`src/rtl/dds_phase_acc.sv`:
```
// rtl/dds_phase_acc.sv - DDS phase accumulator with shadowed FTW/POW and wrap-synchronous commit
module dds_phase_acc #(
    parameter int ACC_W   = 32,
    parameter int PHASE_W = 8
) (
    input  logic               clk,
    input  logic               rst_n,
    input  logic               cfg_valid,
    output logic               cfg_ready,
    input  logic [1:0]         cfg_addr,
    input  logic [ACC_W-1:0]   cfg_data,
    output logic [PHASE_W-1:0] phase_out,
    output logic               phase_valid,
    output logic               wrap,
    output logic               running
);

    typedef enum logic [1:0] {
        ST_STOP = 2'd0,
        ST_RUN  = 2'd1,
        ST_PEND = 2'd2
    } state_t;

    localparam logic [1:0] ADDR_FTW  = 2'd0;
    localparam logic [1:0] ADDR_POW  = 2'd1;
    localparam logic [1:0] ADDR_CTRL = 2'd2;

    state_t             state_q, state_d;
    logic [ACC_W-1:0]   acc_q, acc_d;
    logic [ACC_W-1:0]   ftw_sh_q, ftw_sh_d;
    logic [ACC_W-1:0]   ftw_act_q, ftw_act_d;
    logic [PHASE_W-1:0] pow_sh_q, pow_sh_d;
    logic [PHASE_W-1:0] pow_act_q, pow_act_d;
    logic [PHASE_W-1:0] phase_out_q, phase_out_d;
    logic               phase_valid_q, phase_valid_d;
    logic               wrap_q, wrap_d;
    logic               carry_q, carry_d;
    logic               cfg_ready_q, cfg_ready_d;
    logic               running_q, running_d;

    logic               cfg_fire;
    logic               ctrl_wr;
    logic               c_run, c_commit, c_sync, c_clear;
    logic               defer;
    logic               advancing;
    logic               carry;
    logic [ACC_W-1:0]   acc_sum;

    always_comb begin
        cfg_fire  = cfg_valid & cfg_ready_q;
        ctrl_wr   = cfg_fire && (cfg_addr == ADDR_CTRL);
        c_run     = cfg_data[0];
        c_commit  = cfg_data[1];
        c_sync    = cfg_data[2];
        c_clear   = cfg_data[3];
        advancing = (state_q != ST_STOP);
        {carry, acc_sum} = {1'b0, acc_q} + {1'b0, ftw_act_q};

        // Sync commit is only meaningful when the accumulator will actually wrap.
        defer = c_run & c_commit & c_sync & ~c_clear
              & (state_q != ST_STOP) & (ftw_act_q != '0);

        state_d       = state_q;
        acc_d         = acc_q;
        ftw_sh_d      = ftw_sh_q;
        ftw_act_d     = ftw_act_q;
        pow_sh_d      = pow_sh_q;
        pow_act_d     = pow_act_q;
        phase_out_d   = phase_out_q;
        phase_valid_d = 1'b0;
        wrap_d        = 1'b0;
        carry_d       = carry_q;

        if (cfg_fire && (cfg_addr == ADDR_FTW)) begin
            ftw_sh_d = cfg_data;
        end
        if (cfg_fire && (cfg_addr == ADDR_POW)) begin
            pow_sh_d = cfg_data[PHASE_W-1:0];
        end

        if (advancing) begin
            acc_d         = acc_sum;
            carry_d       = carry;
            phase_out_d   = acc_q[ACC_W-1 -: PHASE_W] + pow_act_q;
            phase_valid_d = 1'b1;
            wrap_d        = carry_q;
        end

        // This addition still uses the old FTW; the new one applies from the next cycle.
        if ((state_q == ST_PEND) && carry) begin
            ftw_act_d = ftw_sh_q;
            pow_act_d = pow_sh_q;
            state_d   = ST_RUN;
        end

        if (ctrl_wr) begin
            if (!c_run) begin
                state_d = ST_STOP;
            end else if (defer) begin
                state_d = ST_PEND;
            end else begin
                state_d = ST_RUN;
            end
            if (c_commit && !defer) begin
                ftw_act_d = ftw_sh_q;
                pow_act_d = pow_sh_q;
            end
            if (c_clear) begin
                acc_d   = '0;
                carry_d = 1'b0;
            end
        end

        cfg_ready_d = (state_d != ST_PEND);
        running_d   = (state_d != ST_STOP);
    end

    always_ff @(posedge clk or negedge rst_n) begin
        if (!rst_n) begin
            state_q       <= ST_STOP;
            acc_q         <= '0;
            ftw_sh_q      <= '0;
            ftw_act_q     <= '0;
            pow_sh_q      <= '0;
            pow_act_q     <= '0;
            phase_out_q   <= '0;
            phase_valid_q <= 1'b0;
            wrap_q        <= 1'b0;
            carry_q       <= 1'b0;
            cfg_ready_q   <= 1'b1;
            running_q     <= 1'b0;
        end else begin
            state_q       <= state_d;
            acc_q         <= acc_d;
            ftw_sh_q      <= ftw_sh_d;
            ftw_act_q     <= ftw_act_d;
            pow_sh_q      <= pow_sh_d;
            pow_act_q     <= pow_act_d;
            phase_out_q   <= phase_out_d;
            phase_valid_q <= phase_valid_d;
            wrap_q        <= wrap_d;
            carry_q       <= carry_d;
            cfg_ready_q   <= cfg_ready_d;
            running_q     <= running_d;
        end
    end

    assign cfg_ready   = cfg_ready_q;
    assign phase_out   = phase_out_q;
    assign phase_valid = phase_valid_q;
    assign wrap        = wrap_q;
    assign running     = running_q;

endmodule

```
`config.mk`:
```
export PLATFORM = sky130hd
export DESIGN_NAME = dds_phase_acc
export DESIGN_NICKNAME = d
export VERILOG_FILES = /design/src/rtl/dds_phase_acc.sv
export SDC_FILE = /design/constraint.sdc
export NUM_CORES = 1
export LEC_CHECK = 0
export CORE_ASPECT_RATIO = 2
export CORE_UTILIZATION = 60
export CTS_BUF_LIST = sky130_fd_sc_hd__clkbuf_4 sky130_fd_sc_hd__clkbuf_8 sky130_fd_sc_hd__clkbuf_16
export DETAILED_ROUTE_END_ITERATION = 8
export MAX_ROUTING_LAYER = met4
export PLACE_DENSITY_LB_ADDON = 0.1
export SLEW_MARGIN = 5
export SYNTH_ARGS = -nofsm -noshare
export SYNTH_HDL_FRONTEND = slang
export SYNTH_SLANG_ARGS = --single-unit
```
`constraint.sdc`:
```
create_clock -name clk -period 3.4 [get_ports clk]
set_clock_uncertainty 0.15 [all_clocks]
set_input_delay 0.34 -clock clk [delete_from_list [all_inputs] [get_ports clk]]
set_output_delay 0.34 -clock clk [all_outputs]
set_load 0.005 [all_outputs]
```
==> qor.txt <==
initial antenna violation count -> 0
Flop pwr share -> 26.3%
row count -> 57
synthesized instance count -> 780
relative slew slack -> 44.4%
EDFF count, synth -> 0
CP endpoint kind -> flip-flop
Post-CTS Setup Bufs -> 0
highest clock rate -> 0.312 GHz
synthesized cell area -> 7390 µm²
Initial Utilization -> 61.3%
CTS Buffer Depth -> 2
leakage power -> 3.49 nW
run status -> completed
ranking of synthesized cells by area -> dfrtp_1, ha_1, mux2_2, nand2_1, a32oi_1
Synth Area in Simple Gates -> 14.9%
Sink Count -> 127
Startpoint Class -> flip-flop
Multi-input gate area -> 3980 µm²
final cell count without fillers -> 983
detailed placer's ending HPWL -> 15,800 µm
Routability Congestion -> 0.974
antenna cells -> 0
Final Core Density -> 72.1%
IO buf count -> 48
post-synthesis mux area share -> 6.10%
worst setup path category -> flip-flop to flip-flop
RSZ-0062 raised after global routing -> false
CP max stage cell -> o211ai_4
filler instances -> 933
complex-gate fraction of the synthesized area -> 21.7%
core box area -> 12,100 µm²
routed via count -> 6,558
Max rail drop VDD -> 752 µV
top_reg_cell synth -> dfrtp_1
worst slew pin tran -> 0.830 ns
final WL -> 21,200 µm
Buffers & Inverters on Critical Path -> 1
register area -> 3180 µm²
Vias/cell -> 6.67
CP max FO -> 28
final setup TNS -> 0 ns
post-route cell area -> 8680 µm²
Internal Pwr Total -> 5.79 mW
top cell type's share of synthesized area -> 42.7%
layout net count -> 901
Worst EP required -> 3.58 ns
cells along the critical path -> ha_1, o21ai_1, a21oi_1, a221oi_2, a31oi_1, o211ai_4, buf_4, nand3_1, o211ai_1
CTS root buffer -> clkbuf_16
largest family of logic cells by synthesized area -> compound AO/OA/AOI/OAI gates
placed insts -> 950
Die X -> 80.5 µm
post-synth net total -> 858
pwr/cell area -> 1230 nW/µm²
CTS tree -> done
Slew Limit Fails -> 0
top cells by count, synth -> dfrtp_1, nand2_1, a21oi_1
Switching Fraction -> 45.6%
area delta synth->final -> 17.6%
fin crit share -> 94.2%
Comb pwr share -> 56.2%
post-synth cell types -> 51
Die ar. -> 12,800 µm²
Seq cells post-synth -> 127
WP data arrival -> 3.38 ns
Total Routing Usage GR -> 36.2%
switching power -> 4.85 mW
MaxCap Viol Count -> 0
final count of hold timing violations -> 0
clock transition at the registers of the reported paths -> 0.06 ns
post-CTS sizing -> 0
Setup violations, final -> 0
drt wl/cell -> 21.6 µm
Synth area leader -> dfrtp_1
async set-reset flop share out of synthesis -> 100%
top-count cell post-synth -> dfrtp_1
Period minus WS final -> 3.20 ns
GR Overflow Total -> 0
share of layout cells above drive strength 1 -> 12.9%
dpl cell area -> 8070 µm²
adder-cell area share of the yosys netlist -> 7.15%
num ports -> 49
Hold Buf Count CTS -> 1
power share of the clock group -> 17.5%
xor/xnor share of the synthesized area -> 3.68%
first-pass GRT wire length -> 33,600 µm
Detail Route Antenna Nets -> 0
Hold Path Class -> input pin to asynchronous set/reset pin
Mapped Avg Cell Area -> 9.47 µm²
Initial DRT Pass Iterations -> 5
TritonCTS Buffers -> 17
CP top delay family -> compound AO/OA/AOI/OAI gates
die height -> 159 µm
DR DRC count -> 0
DRT iter0 DRCs -> 466
largest net degree at the start of global routing -> 57
Seq/Total Area, Yosys -> 43.0%
Yosys warnings -> 0
Crit path largest cell delay -> 0.55 ns
setup slack, reg-to-reg -> 0.20 ns
worst-skew pair later-pin latency -> 0.42 ns
vias in the first global route -> 6,594
H-Tree Depth -> 4
cell usage in the layout (no fill, tap or decap), types with 2 or more instances in the layout:
| master | netlist | routed |
|---|---|---|
| dfrtp_1 | 126 | 126 |
| ha_1 | 39 | 39 |
| clkinv_4 | 0 | 3 |
| a21o_1 | 12 | 12 |
| a211o_1 | 4 | 4 |
| buf_4 | 0 | 25 |
| a21boi_0 | 2 | 2 |
| o211ai_1 | 46 | 46 |
| clkbuf_16 | 0 | 17 |
| nor2b_1 | 5 | 4 |
| nand4_1 | 5 | 5 |
| o21ai_0 | 29 | 29 |
| nand4b_1 | 2 | 2 |
| nand2_1 | 102 | 102 |
| and2_1 | 6 | 6 |
| a221oi_2 | 2 | 2 |
| o21bai_1 | 2 | 2 |
| nor3b_1 | 2 | 2 |
| nor2_1 | 34 | 33 |
| and3_1 | 5 | 5 |
| xor2_1 | 17 | 17 |
| xnor2_1 | 14 | 14 |
| nand3_1 | 51 | 51 |
| a32oi_1 | 40 | 40 |
| a21oi_1 | 63 | 63 |
| inv_6 | 0 | 5 |
| inv_8 | 0 | 3 |
| o21ai_1 | 9 | 8 |
| inv_1 | 13 | 13 |
| a211oi_1 | 7 | 7 |
| bufinv_16 | 0 | 2 |
| nor4_1 | 10 | 10 |
| fa_1 | 2 | 2 |
| nand2b_1 | 5 | 5 |
| clkdlybuf4s50_1 | 0 | 47 |
| a31oi_1 | 8 | 8 |
| o21a_1 | 3 | 3 |
| a41oi_1 | 2 | 2 |
| nor3_1 | 8 | 7 |
| mux2_2 | 40 | 40 |
final timing paths:
| kind | startpoint | end | cells past startpoint |
|---|---|---|---|
| max in group asynchronous | rst_n | ftw_act_q[31] | 3 |
| setup / recovery | ftw_act_q[10] | ftw_act_q[16] | 9 |
| hold reg to reg | phase_out[0] | phase_out[0] | 2 |
| hold / removal | rst_n | phase_out[3] | 2 |
| min in group clk | phase_out[0] | phase_out[0] | 2 |
| setup reg to reg | ftw_act_q[10] | ftw_act_q[16] | 9 |
layout make-up:
class	instances	share of cell area [%]
Sequential cell	127	36.6
Clock inverter	14	1.97
Tap cell	147	2.12
Multi-Input combinational cell	589	45.8
Inverter	14	0.605
Clock buffer	18	4.98
Timing Repair Buffer	74	7.92
flip-flops by register name, summed over array words and instances (netlist names):
name	count
ftw_sh_q	32
wrap	1
carry_q	1
phase_out	8
pow_act_q	8
phase_valid	1
ftw_act_q	32
pow_sh_q	8
running	1
acc_q	32
state_q	2
cfg_ready	1
cells by family after synthesis:
kind of cell / after synthesis
AO/OA/AOI/OAI: 237
XOR/XNOR: 31
adder cells (fa/ha/maj): 41
buffers and inverters: 64
flip-flops: 127
multiplexers: 40
AND/OR/NAND/NOR: 240
power groups by stage:
stage / combinational [mW] / clock (mW) / sequential (mW)
after floorplan: 4.52 / 0 / 2.48
after global placement: 5.73 / 0 / 2.77
after detailed placement: 5.88 / 0 / 2.80
after CTS: 5.95 / 1.88 / 2.78
after global routing: 6.63 / 1.95 / 2.84
final: 5.98 / 1.87 / 2.80
through the flow:
stage | setup WS [ns] | total power [mW] | hold WS [ns]
2_1_floorplan | 0.882 | 7.00 | -0.106
3_3_place_gp | 0.419 | 8.49 | 0.226
3_5_place_dp | 0.297 | 8.67 | 0.226
4_1_cts | 0.269 | 10.6 | 0.321
5_1_grt | 0.0652 | 11.4 | 0.345
6_report | 0.198 | 10.6 | 0.316
layer usage:
layer	global-route usage (%)	wire (µm)
met5	-	0
met1	34.8	6990
met3	7.47	1120
met2	61.4	11300
met4	26.4	1890
(Power assumes the default switching activity.)
